<file path="src/rtl/game_pkg.sv">
// Shared encodings for the maze game: top-level state, menu, difficulty,
// in-game substate, move FSM state and the SCENs direction indices.
package game_pkg;

  localparam int MAP_WIDTH_DEF  = 30;
  localparam int MAP_HEIGHT_DEF = 21;

  localparam int DIR_UP    = 0;
  localparam int DIR_DOWN  = 1;
  localparam int DIR_LEFT  = 2;
  localparam int DIR_RIGHT = 3;

  typedef enum logic [3:0] {
    GS_MENU    = 4'b0001,
    GS_IN_GAME = 4'b0010,
    GS_LOST    = 4'b0100,
    GS_WON     = 4'b1000
  } game_state_e;

  typedef enum logic [2:0] {
    MS_START = 3'b001,
    MS_DIFF  = 3'b010,
    MS_INSTR = 3'b100
  } menu_sel_e;

  typedef enum logic [2:0] {
    DF_EASY   = 3'b001,
    DF_MEDIUM = 3'b010,
    DF_HARD   = 3'b100
  } difficulty_e;

  typedef enum logic [1:0] {
    SUB_SHOW_MAP = 2'b01,
    SUB_PLAYING  = 2'b10
  } substate_e;

  typedef enum logic [2:0] {
    MV_IDLE  = 3'b001,
    MV_WAIT  = 3'b010,
    MV_CHECK = 3'b100
  } move_state_e;

  // One-hot rotations: forward walks 001->010->100->001.
  function automatic logic [2:0] rot_fwd3(input logic [2:0] v);
    return {v[1:0], v[2]};
  endfunction

  function automatic logic [2:0] rot_back3(input logic [2:0] v);
    return {v[0], v[2:1]};
  endfunction

endpackage

</file>
<file path="src/rtl/game_ctrl_if.sv">
// Bundle of the controller's player-input, map-ROM and status signals.
// master = the surrounding system (buttons, ROM), slave = game_ctrl.
interface game_ctrl_if import game_pkg::*; #(
  parameter int MAP_WIDTH  = MAP_WIDTH_DEF,
  parameter int MAP_HEIGHT = MAP_HEIGHT_DEF
);
  logic [3:0]                  SCENs;
  logic                        sel;
  logic [MAP_WIDTH-1:0]        map_data;
  logic [$clog2(MAP_HEIGHT)-1:0] map_addr;
  logic [3:0]                  game_state;
  logic [2:0]                  menu_sel;
  logic [2:0]                  difficulty;
  logic                        map_visible;
  logic [7:0]                  player_x_pos;
  logic [7:0]                  player_y_pos;
  logic                        lost;
  logic                        won;
  logic                        move_busy;

  modport master (
    output SCENs, sel, map_data,
    input  map_addr, game_state, menu_sel, difficulty, map_visible,
           player_x_pos, player_y_pos, lost, won, move_busy
  );

  modport slave (
    input  SCENs, sel, map_data,
    output map_addr, game_state, menu_sel, difficulty, map_visible,
           player_x_pos, player_y_pos, lost, won, move_busy
  );
endinterface

</file>
<file path="src/rtl/game_ctrl_move_checker.sv">
// Move FSM: picks one direction, queries the map ROM row of the target cell,
// and either commits the new position or flags a wall hit two cycles later.
module move_checker import game_pkg::*; #(
  parameter int MAP_WIDTH  = MAP_WIDTH_DEF,
  parameter int MAP_HEIGHT = MAP_HEIGHT_DEF,
  parameter int START_X    = 0,
  parameter int START_Y    = 11
) (
  input  logic                          clk,
  input  logic                          reset,
  input  logic                          enable_i,
  input  logic                          restart_i,
  input  logic [3:0]                    scens_i,
  input  logic [MAP_WIDTH-1:0]          map_data_i,
  output logic [$clog2(MAP_HEIGHT)-1:0] map_addr_o,
  output logic                          move_busy_o,
  output logic [7:0]                    player_x_o,
  output logic [7:0]                    player_y_o,
  output logic                          hit_wall_o,
  output logic                          at_exit_o
);
  localparam int          AW    = $clog2(MAP_HEIGHT);
  localparam int          XW    = $clog2(MAP_WIDTH);
  localparam logic [7:0]  X_MAX = 8'(MAP_WIDTH - 1);
  localparam logic [7:0]  Y_MAX = 8'(MAP_HEIGHT - 1);

  move_state_e   state_q, state_d;
  logic [7:0]    tgt_x_q, tgt_x_d, tgt_y_q, tgt_y_d;
  logic [7:0]    pos_x_q, pos_x_d, pos_y_q, pos_y_d;
  logic [AW-1:0] addr_q, addr_d;
  logic          busy_q, busy_d;
  logic [7:0]    cand_x_s, cand_y_s;
  logic          cand_ok_s;
  logic          wall_s;

  // State and datapath registers.
  always_ff @(posedge clk) begin
    if (reset) begin
      state_q <= MV_IDLE;
      tgt_x_q <= 8'd0;
      tgt_y_q <= 8'd0;
      pos_x_q <= 8'(START_X);
      pos_y_q <= 8'(START_Y);
      addr_q  <= '0;
      busy_q  <= 1'b0;
    end else begin
      state_q <= state_d;
      tgt_x_q <= tgt_x_d;
      tgt_y_q <= tgt_y_d;
      pos_x_q <= pos_x_d;
      pos_y_q <= pos_y_d;
      addr_q  <= addr_d;
      busy_q  <= busy_d;
    end
  end

  // Target cell of the highest-priority requested direction; off-map is not ok.
  always_comb begin
    cand_x_s  = pos_x_q;
    cand_y_s  = pos_y_q;
    cand_ok_s = 1'b0;
    if (scens_i[DIR_UP]) begin
      cand_y_s  = pos_y_q - 8'd1;
      cand_ok_s = (pos_y_q != 8'd0);
    end else if (scens_i[DIR_DOWN]) begin
      cand_y_s  = pos_y_q + 8'd1;
      cand_ok_s = (pos_y_q < Y_MAX);
    end else if (scens_i[DIR_LEFT]) begin
      cand_x_s  = pos_x_q - 8'd1;
      cand_ok_s = (pos_x_q != 8'd0);
    end else if (scens_i[DIR_RIGHT]) begin
      cand_x_s  = pos_x_q + 8'd1;
      cand_ok_s = (pos_x_q < X_MAX);
    end else begin
      cand_ok_s = 1'b0;
    end
  end

  assign wall_s = map_data_i[tgt_x_q[XW-1:0]];

  // Move FSM next state.
  always_comb begin
    state_d = state_q;
    case (state_q)
      MV_IDLE: begin
        if (enable_i && cand_ok_s) state_d = MV_WAIT;
        else                       state_d = MV_IDLE;
      end
      MV_WAIT:  state_d = MV_CHECK;
      MV_CHECK: state_d = MV_IDLE;
      default:  state_d = MV_IDLE;
    endcase
  end

  // Move FSM outputs: latch target and ROM address, commit on an open cell.
  always_comb begin
    tgt_x_d = tgt_x_q;
    tgt_y_d = tgt_y_q;
    pos_x_d = pos_x_q;
    pos_y_d = pos_y_q;
    addr_d  = addr_q;
    busy_d  = busy_q;
    case (state_q)
      MV_IDLE: begin
        if (enable_i && cand_ok_s) begin
          tgt_x_d = cand_x_s;
          tgt_y_d = cand_y_s;
          addr_d  = cand_y_s[AW-1:0];
          busy_d  = 1'b1;
        end else begin
          busy_d  = 1'b0;
        end
      end
      MV_WAIT: busy_d = 1'b1;
      MV_CHECK: begin
        busy_d = 1'b0;
        if (!wall_s) begin
          pos_x_d = tgt_x_q;
          pos_y_d = tgt_y_q;
        end else begin
          pos_x_d = pos_x_q;
        end
      end
      default: busy_d = 1'b0;
    endcase
    if (restart_i) begin
      pos_x_d = 8'(START_X);
      pos_y_d = 8'(START_Y);
    end else begin
      busy_d = busy_d;
    end
  end

  assign hit_wall_o  = (state_q == MV_CHECK) && wall_s;
  assign at_exit_o   = (state_q == MV_CHECK) && !wall_s && (tgt_x_q == X_MAX);
  assign map_addr_o  = addr_q;
  assign move_busy_o = busy_q;
  assign player_x_o  = pos_x_q;
  assign player_y_o  = pos_y_q;

endmodule

</file>
<file path="src/rtl/game_ctrl.sv">
// Top-level maze game sequencer: menu, difficulty, show-map countdown and
// lost/won handling around the move_checker.
module game_ctrl import game_pkg::*; #(
  parameter int MAP_WIDTH   = MAP_WIDTH_DEF,
  parameter int MAP_HEIGHT  = MAP_HEIGHT_DEF,
  parameter int START_X     = 0,
  parameter int START_Y     = 11,
  parameter int SHOW_EASY   = 3000000,
  parameter int SHOW_MEDIUM = 1500000,
  parameter int SHOW_HARD   = 500000
) (
  input logic        clk,
  input logic        reset,
  game_ctrl_if.slave bus
);
  localparam logic [31:0] LEN_EASY   = 32'(SHOW_EASY - 1);
  localparam logic [31:0] LEN_MEDIUM = 32'(SHOW_MEDIUM - 1);
  localparam logic [31:0] LEN_HARD   = 32'(SHOW_HARD - 1);

  game_state_e gs_q, gs_d;
  substate_e   sub_q, sub_d;
  menu_sel_e   menu_q, menu_d;
  difficulty_e diff_q, diff_d;
  logic        vis_q, vis_d;
  logic [31:0] cnt_q, cnt_d;
  logic [31:0] show_len_s;
  logic        enable_s, restart_s, hit_wall_s, at_exit_s;

  assign enable_s  = (gs_q == GS_IN_GAME) && (sub_q == SUB_PLAYING);
  assign restart_s = bus.sel && ((gs_q == GS_LOST) || (gs_q == GS_WON));

  // Show-map countdown is loaded with length-1 so it ends on the zero cycle.
  always_comb begin
    case (diff_q)
      DF_EASY:   show_len_s = LEN_EASY;
      DF_MEDIUM: show_len_s = LEN_MEDIUM;
      DF_HARD:   show_len_s = LEN_HARD;
      default:   show_len_s = LEN_EASY;
    endcase
  end

  // State register.
  always_ff @(posedge clk) begin
    if (reset) begin
      gs_q   <= GS_MENU;
      sub_q  <= SUB_SHOW_MAP;
      menu_q <= MS_START;
      diff_q <= DF_EASY;
      vis_q  <= 1'b0;
      cnt_q  <= 32'd0;
    end else begin
      gs_q   <= gs_d;
      sub_q  <= sub_d;
      menu_q <= menu_d;
      diff_q <= diff_d;
      vis_q  <= vis_d;
      cnt_q  <= cnt_d;
    end
  end

  // Game state and in-game substate next state.
  always_comb begin
    gs_d  = gs_q;
    sub_d = sub_q;
    case (gs_q)
      GS_MENU: begin
        if (bus.sel && (menu_q == MS_START)) begin
          gs_d  = GS_IN_GAME;
          sub_d = SUB_SHOW_MAP;
        end else begin
          gs_d  = GS_MENU;
        end
      end
      GS_IN_GAME: begin
        if (sub_q == SUB_SHOW_MAP) begin
          if (cnt_q == 32'd0) sub_d = SUB_PLAYING;
          else                sub_d = SUB_SHOW_MAP;
        end else if (hit_wall_s) begin
          gs_d = GS_LOST;
        end else if (at_exit_s) begin
          gs_d = GS_WON;
        end else begin
          gs_d = GS_IN_GAME;
        end
      end
      GS_LOST, GS_WON: begin
        if (bus.sel) gs_d = GS_MENU;
        else         gs_d = gs_q;
      end
      default: gs_d = GS_MENU;
    endcase
  end

  // Menu, difficulty, map visibility and countdown updates.
  always_comb begin
    menu_d = menu_q;
    diff_d = diff_q;
    vis_d  = vis_q;
    cnt_d  = cnt_q;
    case (gs_q)
      GS_MENU: begin
        if (bus.SCENs[DIR_UP])        menu_d = menu_sel_e'(rot_back3(menu_q));
        else if (bus.SCENs[DIR_DOWN]) menu_d = menu_sel_e'(rot_fwd3(menu_q));
        else                          menu_d = menu_q;
        if (bus.sel && (menu_q == MS_START)) begin
          vis_d = 1'b1;
          cnt_d = show_len_s;
        end else if (bus.sel && (menu_q == MS_DIFF)) begin
          diff_d = difficulty_e'(rot_fwd3(diff_q));
        end else begin
          diff_d = diff_q;
        end
      end
      GS_IN_GAME: begin
        if (sub_q != SUB_SHOW_MAP) vis_d = 1'b0;
        else if (cnt_q == 32'd0)   vis_d = 1'b0;
        else                       cnt_d = cnt_q - 32'd1;
      end
      GS_LOST, GS_WON: begin
        if (bus.sel) vis_d = 1'b0;
        else         vis_d = vis_q;
      end
      default: vis_d = 1'b0;
    endcase
  end

  move_checker #(
    .MAP_WIDTH (MAP_WIDTH),
    .MAP_HEIGHT(MAP_HEIGHT),
    .START_X   (START_X),
    .START_Y   (START_Y)
  ) u_move (
    .clk        (clk),
    .reset      (reset),
    .enable_i   (enable_s),
    .restart_i  (restart_s),
    .scens_i    (bus.SCENs),
    .map_data_i (bus.map_data),
    .map_addr_o (bus.map_addr),
    .move_busy_o(bus.move_busy),
    .player_x_o (bus.player_x_pos),
    .player_y_o (bus.player_y_pos),
    .hit_wall_o (hit_wall_s),
    .at_exit_o  (at_exit_s)
  );

  assign bus.game_state  = gs_q;
  assign bus.menu_sel    = menu_q;
  assign bus.difficulty  = diff_q;
  assign bus.map_visible = vis_q;
  assign bus.lost        = gs_q[2];
  assign bus.won         = gs_q[3];

endmodule

</file>
<file path="src/flat_wrapper.sv">
// flat-port wrapper written by rule: the top's interface ports become plain ports
module game_ctrl_flat import game_pkg::*;
#(
  parameter int MAP_WIDTH   = MAP_WIDTH_DEF,
  parameter int MAP_HEIGHT  = MAP_HEIGHT_DEF,
  parameter int START_X     = 0,
  parameter int START_Y     = 11,
  parameter int SHOW_EASY   = 3000000,
  parameter int SHOW_MEDIUM = 1500000,
  parameter int SHOW_HARD   = 500000
)
  (clk, reset, bus_SCENs, bus_sel, bus_map_data, bus_map_addr, bus_game_state, bus_menu_sel, bus_difficulty, bus_map_visible, bus_player_x_pos, bus_player_y_pos, bus_lost, bus_won, bus_move_busy);
  game_ctrl_if #(.MAP_WIDTH(MAP_WIDTH), .MAP_HEIGHT(MAP_HEIGHT)) bus_i ();
  input logic clk;
  input logic reset;
  input wire logic [$bits(bus_i.SCENs)-1:0] bus_SCENs;
  input wire logic [$bits(bus_i.sel)-1:0] bus_sel;
  input wire logic [$bits(bus_i.map_data)-1:0] bus_map_data;
  output wire logic [$bits(bus_i.map_addr)-1:0] bus_map_addr;
  output wire logic [$bits(bus_i.game_state)-1:0] bus_game_state;
  output wire logic [$bits(bus_i.menu_sel)-1:0] bus_menu_sel;
  output wire logic [$bits(bus_i.difficulty)-1:0] bus_difficulty;
  output wire logic [$bits(bus_i.map_visible)-1:0] bus_map_visible;
  output wire logic [$bits(bus_i.player_x_pos)-1:0] bus_player_x_pos;
  output wire logic [$bits(bus_i.player_y_pos)-1:0] bus_player_y_pos;
  output wire logic [$bits(bus_i.lost)-1:0] bus_lost;
  output wire logic [$bits(bus_i.won)-1:0] bus_won;
  output wire logic [$bits(bus_i.move_busy)-1:0] bus_move_busy;
  assign bus_i.SCENs = bus_SCENs;
  assign bus_i.sel = bus_sel;
  assign bus_i.map_data = bus_map_data;
  assign bus_map_addr = bus_i.map_addr;
  assign bus_game_state = bus_i.game_state;
  assign bus_menu_sel = bus_i.menu_sel;
  assign bus_difficulty = bus_i.difficulty;
  assign bus_map_visible = bus_i.map_visible;
  assign bus_player_x_pos = bus_i.player_x_pos;
  assign bus_player_y_pos = bus_i.player_y_pos;
  assign bus_lost = bus_i.lost;
  assign bus_won = bus_i.won;
  assign bus_move_busy = bus_i.move_busy;
  game_ctrl #(.MAP_WIDTH(MAP_WIDTH), .MAP_HEIGHT(MAP_HEIGHT), .START_X(START_X), .START_Y(START_Y), .SHOW_EASY(SHOW_EASY), .SHOW_MEDIUM(SHOW_MEDIUM), .SHOW_HARD(SHOW_HARD)) u_core (.clk(clk), .reset(reset), .bus(bus_i));
endmodule
</file>
<file path="config.mk">
export PLATFORM = sky130hd
export DESIGN_NAME = game_ctrl_flat
export DESIGN_NICKNAME = d
export VERILOG_FILES = /design/src/rtl/game_pkg.sv /design/src/rtl/game_ctrl_if.sv /design/src/rtl/game_ctrl_move_checker.sv /design/src/rtl/game_ctrl.sv /design/src/flat_wrapper.sv
export SDC_FILE = /design/constraint.sdc
export NUM_CORES = 1
export LEC_CHECK = 0
export BUFFER_PORTS_ARGS = -buffer_cell sky130_fd_sc_hd__buf_2
export CORE_MARGIN = 2
export CORE_UTILIZATION = 45
export CTS_CLUSTER_SIZE = 10
export DETAILED_ROUTE_END_ITERATION = 7
export GPL_ROUTABILITY_DRIVEN = 0
export GPL_TIMING_DRIVEN = 0
export MAX_ROUTING_LAYER = met4
export PLACE_DENSITY = 0.71
export SYNTH_ARGS = -nofsm -noshare
export SYNTH_HDL_FRONTEND = slang
export SYNTH_SLANG_ARGS = --single-unit
</file>
<file path="constraint.sdc">
create_clock -name clk -period 2.85 [get_ports clk]
set_input_delay 0.57 -clock clk [delete_from_list [all_inputs] [get_ports clk]]
set_output_delay 0.57 -clock clk [all_outputs]
set_load 0.05 [all_outputs]
</file>
== Yosys cells after proc, flatten, opt, wreduce, memory -nomap -nowiden ==
Index checks and enable logic that the tools add are counted.

* Bitwise gates (word level): 2
* Mux-type cells: 38
* Magnitude comparators: 3
* Reduce and logical (&&, ||, !) cells: 25
* Add/subtract/negate cells: 5
* Eq/ne operators: 22

{| class="wikitable"
|+ Operators by type and width
! operator !! count
|-
| $mux W32 || 3
|-
| $pmux W32 S2 || 1
|-
| $mux W8 || 6
|-
| $pmux W22 S2 || 1
|-
| $logic_not A32 Y1 || 1
|-
| $sub A32 B1 Y32 const B || 1
|-
| $add A8 B1 Y8 const B || 2
|-
| $lt A8 B5 Y1 const B || 2
|-
| $mux W4 || 4
|-
| $reduce_bool A8 Y1 || 2
|-
| $sub A8 B1 Y8 const B || 2
|-
| $pmux W4 S3 || 1
|-
| $mux W1 || 10
|-
| $mux W2 || 5
|-
| $ne A2 B2 Y1 const B || 5
|-
| $eq A3 B2 Y1 const B || 3
|-
| $reduce_and A3 Y1 || 3
|-
| $eq A8 B5 Y1 const B || 1
|-
| $logic_and A1 B1 Y1 || 8
|-
| $reduce_and A2 Y1 || 4
|-
| $eq A3 B1 Y1 const B || 2
|-
| $eq A3 B3 Y1 const B || 2
|-
| $lt A5 B6 Y1 const B || 1
|-
| $mux W3 || 2
|-
| other kinds (19) || 23
|}

* Input bits: 37
* Register bits: 86
* Output and inout bits: 35

== Depth between registers and ports, before layout ==
Gate-level depths: netlist (run 1).

* Depth in word-level cells: 9
* Mapped depth: 9

== Cells and area by module ==
Synthesis (run 1) repeated with hierarchy kept, for this count alone.

* Cell total of the unflattened synthesis: 567
* Area total of the unflattened synthesis: 4847.1 sq um

{| class="wikitable"
|+ Modules (own cells, without submodules)
! module !! instances !! cells each !! seq. area each (sq um) !! area each (sq um)
|-
| game_ctrl || 1 || 301 || 900.9 || 2531.2
|-
| move_checker || 1 || 266 || 720.7 || 2316.0
|}

== Worst setup path after synthesis (run 1) ==
No wires, ideal clock.

* Kind: flip-flop to flip-flop
* From: reg u_core.gs_q[1] (netlist: u_core.bus.game_state[1])
* To: reg u_core.cnt_q[28]
* Data arrival time: 2.479 ns
* Library setup time: 0.071 ns
* Clock period less this slack: 2.550 ns
* Setup slack: 0.300 ns
* Stages on the path, launching flop included: 9
* Path buffers: 2
* Data required time: 2.779 ns
* Path through: dfxtp_1 -> or4b_1 -> clkbuf_1 -> or2_0 -> buf_2 -> a31oi_4 -> o2111ai_2 -> or3_1 -> a21oi_1

* Longest elaborated chain between the ends: 3

{| class="wikitable"
|+ Ends and longest elaborated chain
! element !! line !! RTL
|-
| from (decl) || game_ctrl.sv:20 || <nowiki>game_state_e gs_q, gs_d;</nowiki>
|-
| from (signal assigned) || game_ctrl.sv:52 || <nowiki>gs_q <= gs_d;</nowiki>
|-
| $eq A4 B2 Y1 or $eq A4 B1 Y1 (tied branches) || game_ctrl.sv:100 || <nowiki>case (gs_q)</nowiki>
|-
| $ne A2 B2 Y1 (no line), or another cell as far along || - ||
|-
| $reduce_and A4 Y1 (no line) || - ||
|-
| to (signal assigned) || game_ctrl.sv:57 || <nowiki>cnt_q <= cnt_d;</nowiki>
|-
| to (decl) || game_ctrl.sv:25 || <nowiki>logic [31:0] cnt_q, cnt_d;</nowiki>
|}

Parallel ways exist; a longest one is shown, timed or not.
A chain may end at the register's enable or synchronous reset.

== Final worst setup path (run 1) ==
* From: reg u_core.cnt_q[24]
* To: reg u_core.cnt_q[17]

* Longest elaborated chain between the ends: 3

{| class="wikitable"
|+ Ends and longest elaborated chain
! element !! line !! RTL
|-
| $logic_not A32 Y1 || game_ctrl.sv:116 || <nowiki>else if (cnt_q == 32'd0) vis_d = 1'b0;</nowiki>
|-
| $ne A2 B2 Y1 (no line) || - ||
|-
| $reduce_and A4 Y1 (no line) || - ||
|}

No other way between the ends.

==> results of run 1 <==
==> path summary, 6_finish.rpt <==
kind / end / depth (start not counted) / startpoint / slack, ns
min: u_core.u_move.player_y_o[7] / 2 / u_core.u_move.tgt_y_q[7] / 0.48
max: u_core.cnt_q[17] / 6 / u_core.cnt_q[24] / 0.14
max reg2reg: u_core.cnt_q[17] / 6 / u_core.cnt_q[24] / 0.14
min reg2reg: u_core.u_move.player_y_o[7] / 2 / u_core.u_move.tgt_y_q[7] / 0.48
==> power breakdown <==
part / internal (mW) / total (mW) / switching (mW)
clock network: 0.334 / 0.750 / 0.417
logic: 0.267 / 0.793 / 0.526
registers: 1.20 / 1.29 / 0.0879
total: 1.80 / 2.84 / 1.03
==> stage by stage <==
step	cells	total power, mW	area (sq um)	worst slack, ns
2_1_floorplan	562	1.870	4608	0.3000
3_3_place_gp	763	2.054	5115	-0.005988
3_5_place_dp	763	2.081	5115	-0.1175
4_1_cts	778	2.821	5283	0.05650
5_1_grt	778	2.981	5314	-0.05256
6_report	778	2.835	5314	0.1420
==> cells by family (layout without fill, tap and decap cells) <==
| group | Yosys count | in the layout | synth area share |
|---|---|---|---|
| DFF | 81 | 81 | 0.3519 |
| xor gates and xnor gates | 29 | 29 | 0.05512 |
| and+or+nand+nor | 253 | 253 | 0.2886 |
| muxes | 30 | 30 | 0.08146 |
| adders and majority gates | 6 | 6 | 0.01629 |
| buffers and inverters | 47 | 130 | 0.04589 |
| AOI/OAI and AO/OA | 116 | 116 | 0.1607 |
==> registers in the layout, indices dropped and copies added, names as in the netlist <==
register                   flops
u_core.u_move.state_q          3
u_core.sub_q                   2
u_core.bus.menu_sel            3
u_core.bus.game_state          4
u_core.u_move.player_x_o       8
u_core.u_move.tgt_y_q          8
u_core.bus.map_visible         1
u_core.bus.difficulty          3
u_core.u_move.move_busy_o      1
u_core.u_move.tgt_x_q          8
u_core.u_move.player_y_o       8
u_core.cnt_q                  32
==> per-layer routing <==
layer  track usage  routed length, um
met3       0.03369                757
met2        0.3728               5768
met4       0.08762                319
met5             -                  0
met1        0.3156               5898
==> placed cells by master (no fill, tap or decap), types with 6 or more instances in the layout <==
cell and instances:
sky130_fd_sc_hd__inv_1 8, sky130_fd_sc_hd__buf_2 74, sky130_fd_sc_hd__a21oi_1 37, sky130_fd_sc_hd__buf_4 7, sky130_fd_sc_hd__nor2_1 73, sky130_fd_sc_hd__xor2_1 21
sky130_fd_sc_hd__nand3b_1 6, sky130_fd_sc_hd__nor4_1 12, sky130_fd_sc_hd__nand2_1 37, sky130_fd_sc_hd__nand3_1 20, sky130_fd_sc_hd__a211oi_1 7, sky130_fd_sc_hd__ha_1 6
sky130_fd_sc_hd__or3_1 14, sky130_fd_sc_hd__xnor2_1 8, sky130_fd_sc_hd__o211ai_1 7, sky130_fd_sc_hd__dfxtp_1 81, sky130_fd_sc_hd__o21ai_0 27, sky130_fd_sc_hd__nand4b_1 6
sky130_fd_sc_hd__o31ai_1 7, sky130_fd_sc_hd__nand4_1 8, sky130_fd_sc_hd__nor3_1 32, sky130_fd_sc_hd__mux2i_1 24, sky130_fd_sc_hd__mux4_2 6, sky130_fd_sc_hd__clkbuf_1 26
sky130_fd_sc_hd__clkbuf_8 10
==> area by class of cell <==
cell class	count	share of cell area
Buffer	38	0.03391
Clock buffer	12	0.02731
Clock inverter	3	0.003296
Inverter	9	0.006357
Multi-Input combinational cell	434	0.5286
Sequential cell	81	0.3052
Tap cell	133	0.03132
Timing Repair Buffer	68	0.06405
==> critical path: cells and delay by family, from the launching register on <==
| family | cells | cell delay, ns |
|---|---|---|
| compound gates | 1 | 0.46 |
| flops | 1 | 0.36 |
| simple gates | 5 | 1.79 |
==> impl_metrics.ini, run 1 <==
[run_status]
outcome = finished clean

[global_route]
grt_pass1_vias = 4285
gr-total-overflow = 0
track_usage = 0.2392
grt_start_max_net_pins = 13
grt_first_pass_wirelength_um = 20910
initial_antenna_violation_count = 0

[worst_setup_path]
critPathLaunchType = register
crit_path_max_fanout = 10
critical_path.cell_chain = or4_4 -> nor4_2 -> nand4_2 -> a21oi_2 -> nor2_1 -> nor4_1
critical-path-slowest-cell = sky130_fd_sc_hd__or4_4
worstPathArrival_ns = 2.98
setup.worst_path.end_class = register
worst_path_largest_cell_delay_ns = 0.58
cp_data_required_time_ns = 3.12
timing.setup.critical_path_class = register to register

[placement]
dp.final_hpwl_um = 9222
numPortBuffers = 68

[layout]
num-nets-final = 684
areaGrowthSynthToFinish_pct = 15.31
area_taken_by_flip_flops_and_latches_sq_um = 1622
finalCoreUtilization = 0.5387
drive_above_1_share = 0.1814
fillerInstances = 950
multi_input_area_sq_um = 2809
n_antenna_cell = 0

[route]
avgRoutedWirePerCell_um = 16.38
finalWirelength_um = 12740
drc_errors = 0
ant_nets = 0
post_drt_via_cell_ratio = 6.001
drt_first_iter_violations = 274
detail_route.first_pass.iterations = 5
via_count = 4669

[clocking]
clock-root-buffer = sky130_fd_sc_hd__clkbuf_8
cts-resized-gates = 1
cts_inserted_buffers = 9
postCtsSetupRepairBufs = 0
path_clk_slew_ns = 0.09
total_number_of_h_tree_levels = 3
cts.sinks = 81
clkLatencyLatePin_ns = 0.36
max-clock-path-buffers = 2
cts.hold.buffers_added = 0
cts_tree = done

[floorplan]
die_y_um = 105.2
die_width_um = 105.2
row_count = 36
core_area_sq_um = 9864
number_of_ports_placed_on_the_die_boundary = 72
initial_core_util = 0.4671
floorplan.die_area_sq_um = 11070

[timing]
worst_slew_pin_slew_ns = 1.005
final_cycle_utilization_of_the_critical_path = 0.9502
finalHoldViolations = 0
timing.setup.tns_ns = 0
fmax_mhz = 369.3
final.min_clock_period_ns = 2.708
grt_setup_unrepaired = yes
slew_headroom = 0.3241
timing.hold.ws_ns = 0.4841
setup-violations-final = 0
timing_max_transition_violations_final = 0
final.setup_skew_ns = 0.01571

[yosys]
post-synth-top-count-cell = sky130_fd_sc_hd__dfxtp_1
yosysUniqueCellTypes = 61
synth_top_cell_area_share = 0.3519
netlist_area_sq_um = 4608
syn_avg_cell_area_sq_um = 8.200
synth-main-ff-cell = sky130_fd_sc_hd__dfxtp_1
postSynthCellCount = 562
async_reset_ff_frac = 0
synth.area.top_cells = sky130_fd_sc_hd__dfxtp_1 35%, sky130_fd_sc_hd__nor2_1 5.9%, sky130_fd_sc_hd__mux2i_1 5.2%
synth-edff-count = 0
seq_area_frac_synth = 0.3519
yosys_register_bits = 81
cell_type_with_the_highest_aggregate_area_in_the_netlist = sky130_fd_sc_hd__dfxtp_1
synthesis.yosys.warnings = 0
yosys-top-cells-count = 81 x sky130_fd_sc_hd__dfxtp_1, 73 x sky130_fd_sc_hd__nor2_1, 38 x sky130_fd_sc_hd__a21oi_1
mappedNetlistNets = 605

[power_and_ir_drop]
pwr_density_cell_nw_per_um2 = 533.6
worst_ir_drop_vdd_uv = 312.2
p_leak_nw = 2.269

[job]
maxCapViolCount = 0

[worst_hold_path]
min-delay-path-class = register to register
No activity file was read; power rests on OpenSTA's default activity.
==> run 2, diff against run 1 <==
- PLACE_DENSITY: 0.71 -> 0.7
- SYNTH_HIERARCHICAL: default -> 1
==> impl_metrics.ini, run 2 <==
[run_status]
outcome = finished clean

[global_route]
initial_antenna_violation_count = 0
grt_first_pass_wirelength_um = 21100
gr-total-overflow = 0
track_usage = 0.2312
grt_start_max_net_pins = 15
grt_pass1_vias = 4369

[clocking]
cts.sinks = 81
total_number_of_h_tree_levels = 3
cts_inserted_buffers = 9
clock-root-buffer = sky130_fd_sc_hd__clkbuf_8
cts_tree = done
path_clk_slew_ns = 0.08
cts.hold.buffers_added = 0
clkLatencyLatePin_ns = 0.37
max-clock-path-buffers = 2

[timing]
timing.setup.tns_ns = 0
final.min_clock_period_ns = 2.699
final.setup_skew_ns = 0.01565
setup-violations-final = 0
final_cycle_utilization_of_the_critical_path = 0.9472
slew_headroom = 0.3040
grt_setup_unrepaired = no
fmax_mhz = 370.4
timing_max_transition_violations_final = 0
worst_slew_pin_slew_ns = 1.035
finalHoldViolations = 0

[route]
via_count = 4696
detail_route.first_pass.iterations = 5
drc_errors = 0
finalWirelength_um = 13000
avgRoutedWirePerCell_um = 16.46
post_drt_via_cell_ratio = 5.944
ant_nets = 0
drt_first_iter_violations = 304

[worst_setup_path]
critPathLaunchType = register
setup.worst_path.end_class = register
rrSetupSlack_ns = 0.15
crit_start = u_core/u_move/tgt_x_q[1]
worstPathArrival_ns = 2.98
cp_data_required_time_ns = 3.13
crit_path_max_fanout = 10
timing.setup.critical_path_class = register to register
rr_startpoint = u_core/u_move/tgt_x_q[1]

[layout]
num-nets-final = 691
area_taken_by_flip_flops_and_latches_sq_um = 1629
layout.cells.most_common_list = 77 x sky130_fd_sc_hd__buf_2, 77 x sky130_fd_sc_hd__dfxtp_1, 55 x sky130_fd_sc_hd__nor2_1
n_antenna_cell = 0
finalInstanceArea_sq_um = 5632
areaGrowthSynthToFinish_pct = 16.18
largest_register_ff_count = 32
multi_input_area_sq_um = 2987
most_flops_register = u_core/cnt_q
fillerInstances = 963
drive_above_1_share = 0.2645

[yosys]
netlist_area_sq_um = 4847
postSynthCellCount = 567
mappedNetlistNets = 609
synth-edff-count = 0
synth-main-ff-cell = sky130_fd_sc_hd__dfxtp_1
seq_area_frac_synth = 0.3345
yosys-top-cells-count = 81 x sky130_fd_sc_hd__dfxtp_1, 55 x sky130_fd_sc_hd__nor2_1, 43 x sky130_fd_sc_hd__nand2_1
yosys_register_bits = 81
yosysUniqueCellTypes = 83
synth_top_cell_area_share = 0.3345
async_reset_ff_frac = 0
synth.area.top_cells = sky130_fd_sc_hd__dfxtp_1 33%, sky130_fd_sc_hd__mux2i_1 7.4%, sky130_fd_sc_hd__nor2_1 4.3%
post-synth-top-count-cell = sky130_fd_sc_hd__dfxtp_1
synthesis.yosys.warnings = 6
syn_avg_cell_area_sq_um = 8.549
cell_type_with_the_highest_aggregate_area_in_the_netlist = sky130_fd_sc_hd__dfxtp_1

[job]
maxCapViolCount = 0

[placement]
placed_instance_area_sq_um = 5391
numPortBuffers = 71
dp.final_hpwl_um = 9512

[power_and_ir_drop]
worst_ir_drop_vdd_uv = 358.6
pwr_density_cell_nw_per_um2 = 551.4
p_leak_nw = 2.131

[floorplan]
die_width_um = 107.8
core_area_sq_um = 10370
initial_core_util = 0.4674
floorplan.die_area_sq_um = 11620
number_of_ports_placed_on_the_die_boundary = 72
row_count = 37
die_y_um = 107.8

[worst_hold_path]
start_point_of_the_worst_min_delay_path = u_core/cnt_q[10]
min-delay-path-class = register to register
-- run 2: layer usage --
metal,GRT usage,part of all wire
met5,-,0
met4,0.07784,0.018
met3,0.03692,0.061
met2,0.3877,0.49
met1,0.2834,0.43
-- run 2: final timing paths --
kind	depth (start not counted)	end
worst max register to register	11	u_core/bus.game_state[3]
worst min register to register	2	u_core/cnt_q[10]
worst max-delay path	11	u_core/bus.game_state[3]
worst min-delay path	2	u_core/cnt_q[10]
-- run 2: area by class of cell --
class / instances / share of cell area
timing repair buffer: 72 / 0.06443
tap: 136 / 0.03022
clock buffer: 10 / 0.02444
multi-input combinational: 436 / 0.5303
sequential: 81 / 0.2893
inverter: 10 / 0.006665
buffer: 39 / 0.04310
clock inverter: 6 / 0.01155
-- run 2: worst max-delay path, cell delays in order, from the launching register on --
cell,delay [ns]
sky130_fd_sc_hd__dfxtp_1,0.33
sky130_fd_sc_hd__buf_6,0.15
sky130_fd_sc_hd__mux4_1,0.57
sky130_fd_sc_hd__o22ai_1,0.16
sky130_fd_sc_hd__a311o_2,0.18
sky130_fd_sc_hd__a21bo_2,0.16
sky130_fd_sc_hd__buf_4,0.18
sky130_fd_sc_hd__nor2_1,0.09
sky130_fd_sc_hd__nor2_1,0.12
sky130_fd_sc_hd__nand2_1,0.06
sky130_fd_sc_hd__or3b_2,0.47
sky130_fd_sc_hd__a21oi_1,0.16
-- run 2: power breakdown --
part,switching (mW),internal [mW]
Combinational,0.609,0.326
Sequential,0.0858,1.21
Clock,0.446,0.432
Total,1.14,1.96
-- run 2: what timing repair did --
item                       CTS  global route
gates resized for setup      6             5
setup endpoints to repair   19             9
setup buffers                1             0
-- run 2: through the flow --
stage / util / hold slack, ns / power [mW] / setup WS [ns] / instances
floorplan: - / 0.4377 / 1.973 / 0.02592 / 567
global placement: 0.5199 / 0.4476 / 2.188 / -0.5163 / 774
global route: 0.5431 / 0.4899 / 3.264 / 0.0002067 / 790
detailed placement: 0.5199 / 0.4623 / 2.218 / -0.5291 / 774
CTS: 0.5416 / 0.4780 / 3.095 / 0.08792 / 790
finish: 0.5431 / 0.4727 / 3.105 / 0.1505 / 790
-- run 2: cell families after synthesis --
family | after synthesis | synth area share
and+or+nand+nor | 228 | 0.2700
AOI/OAI and AO/OA | 148 | 0.2088
xor gates and xnor gates | 15 | 0.02710
buffers and inverters | 50 | 0.05524
muxes | 40 | 0.09138
DFF | 81 | 0.3345
adders and majority gates | 5 | 0.01291
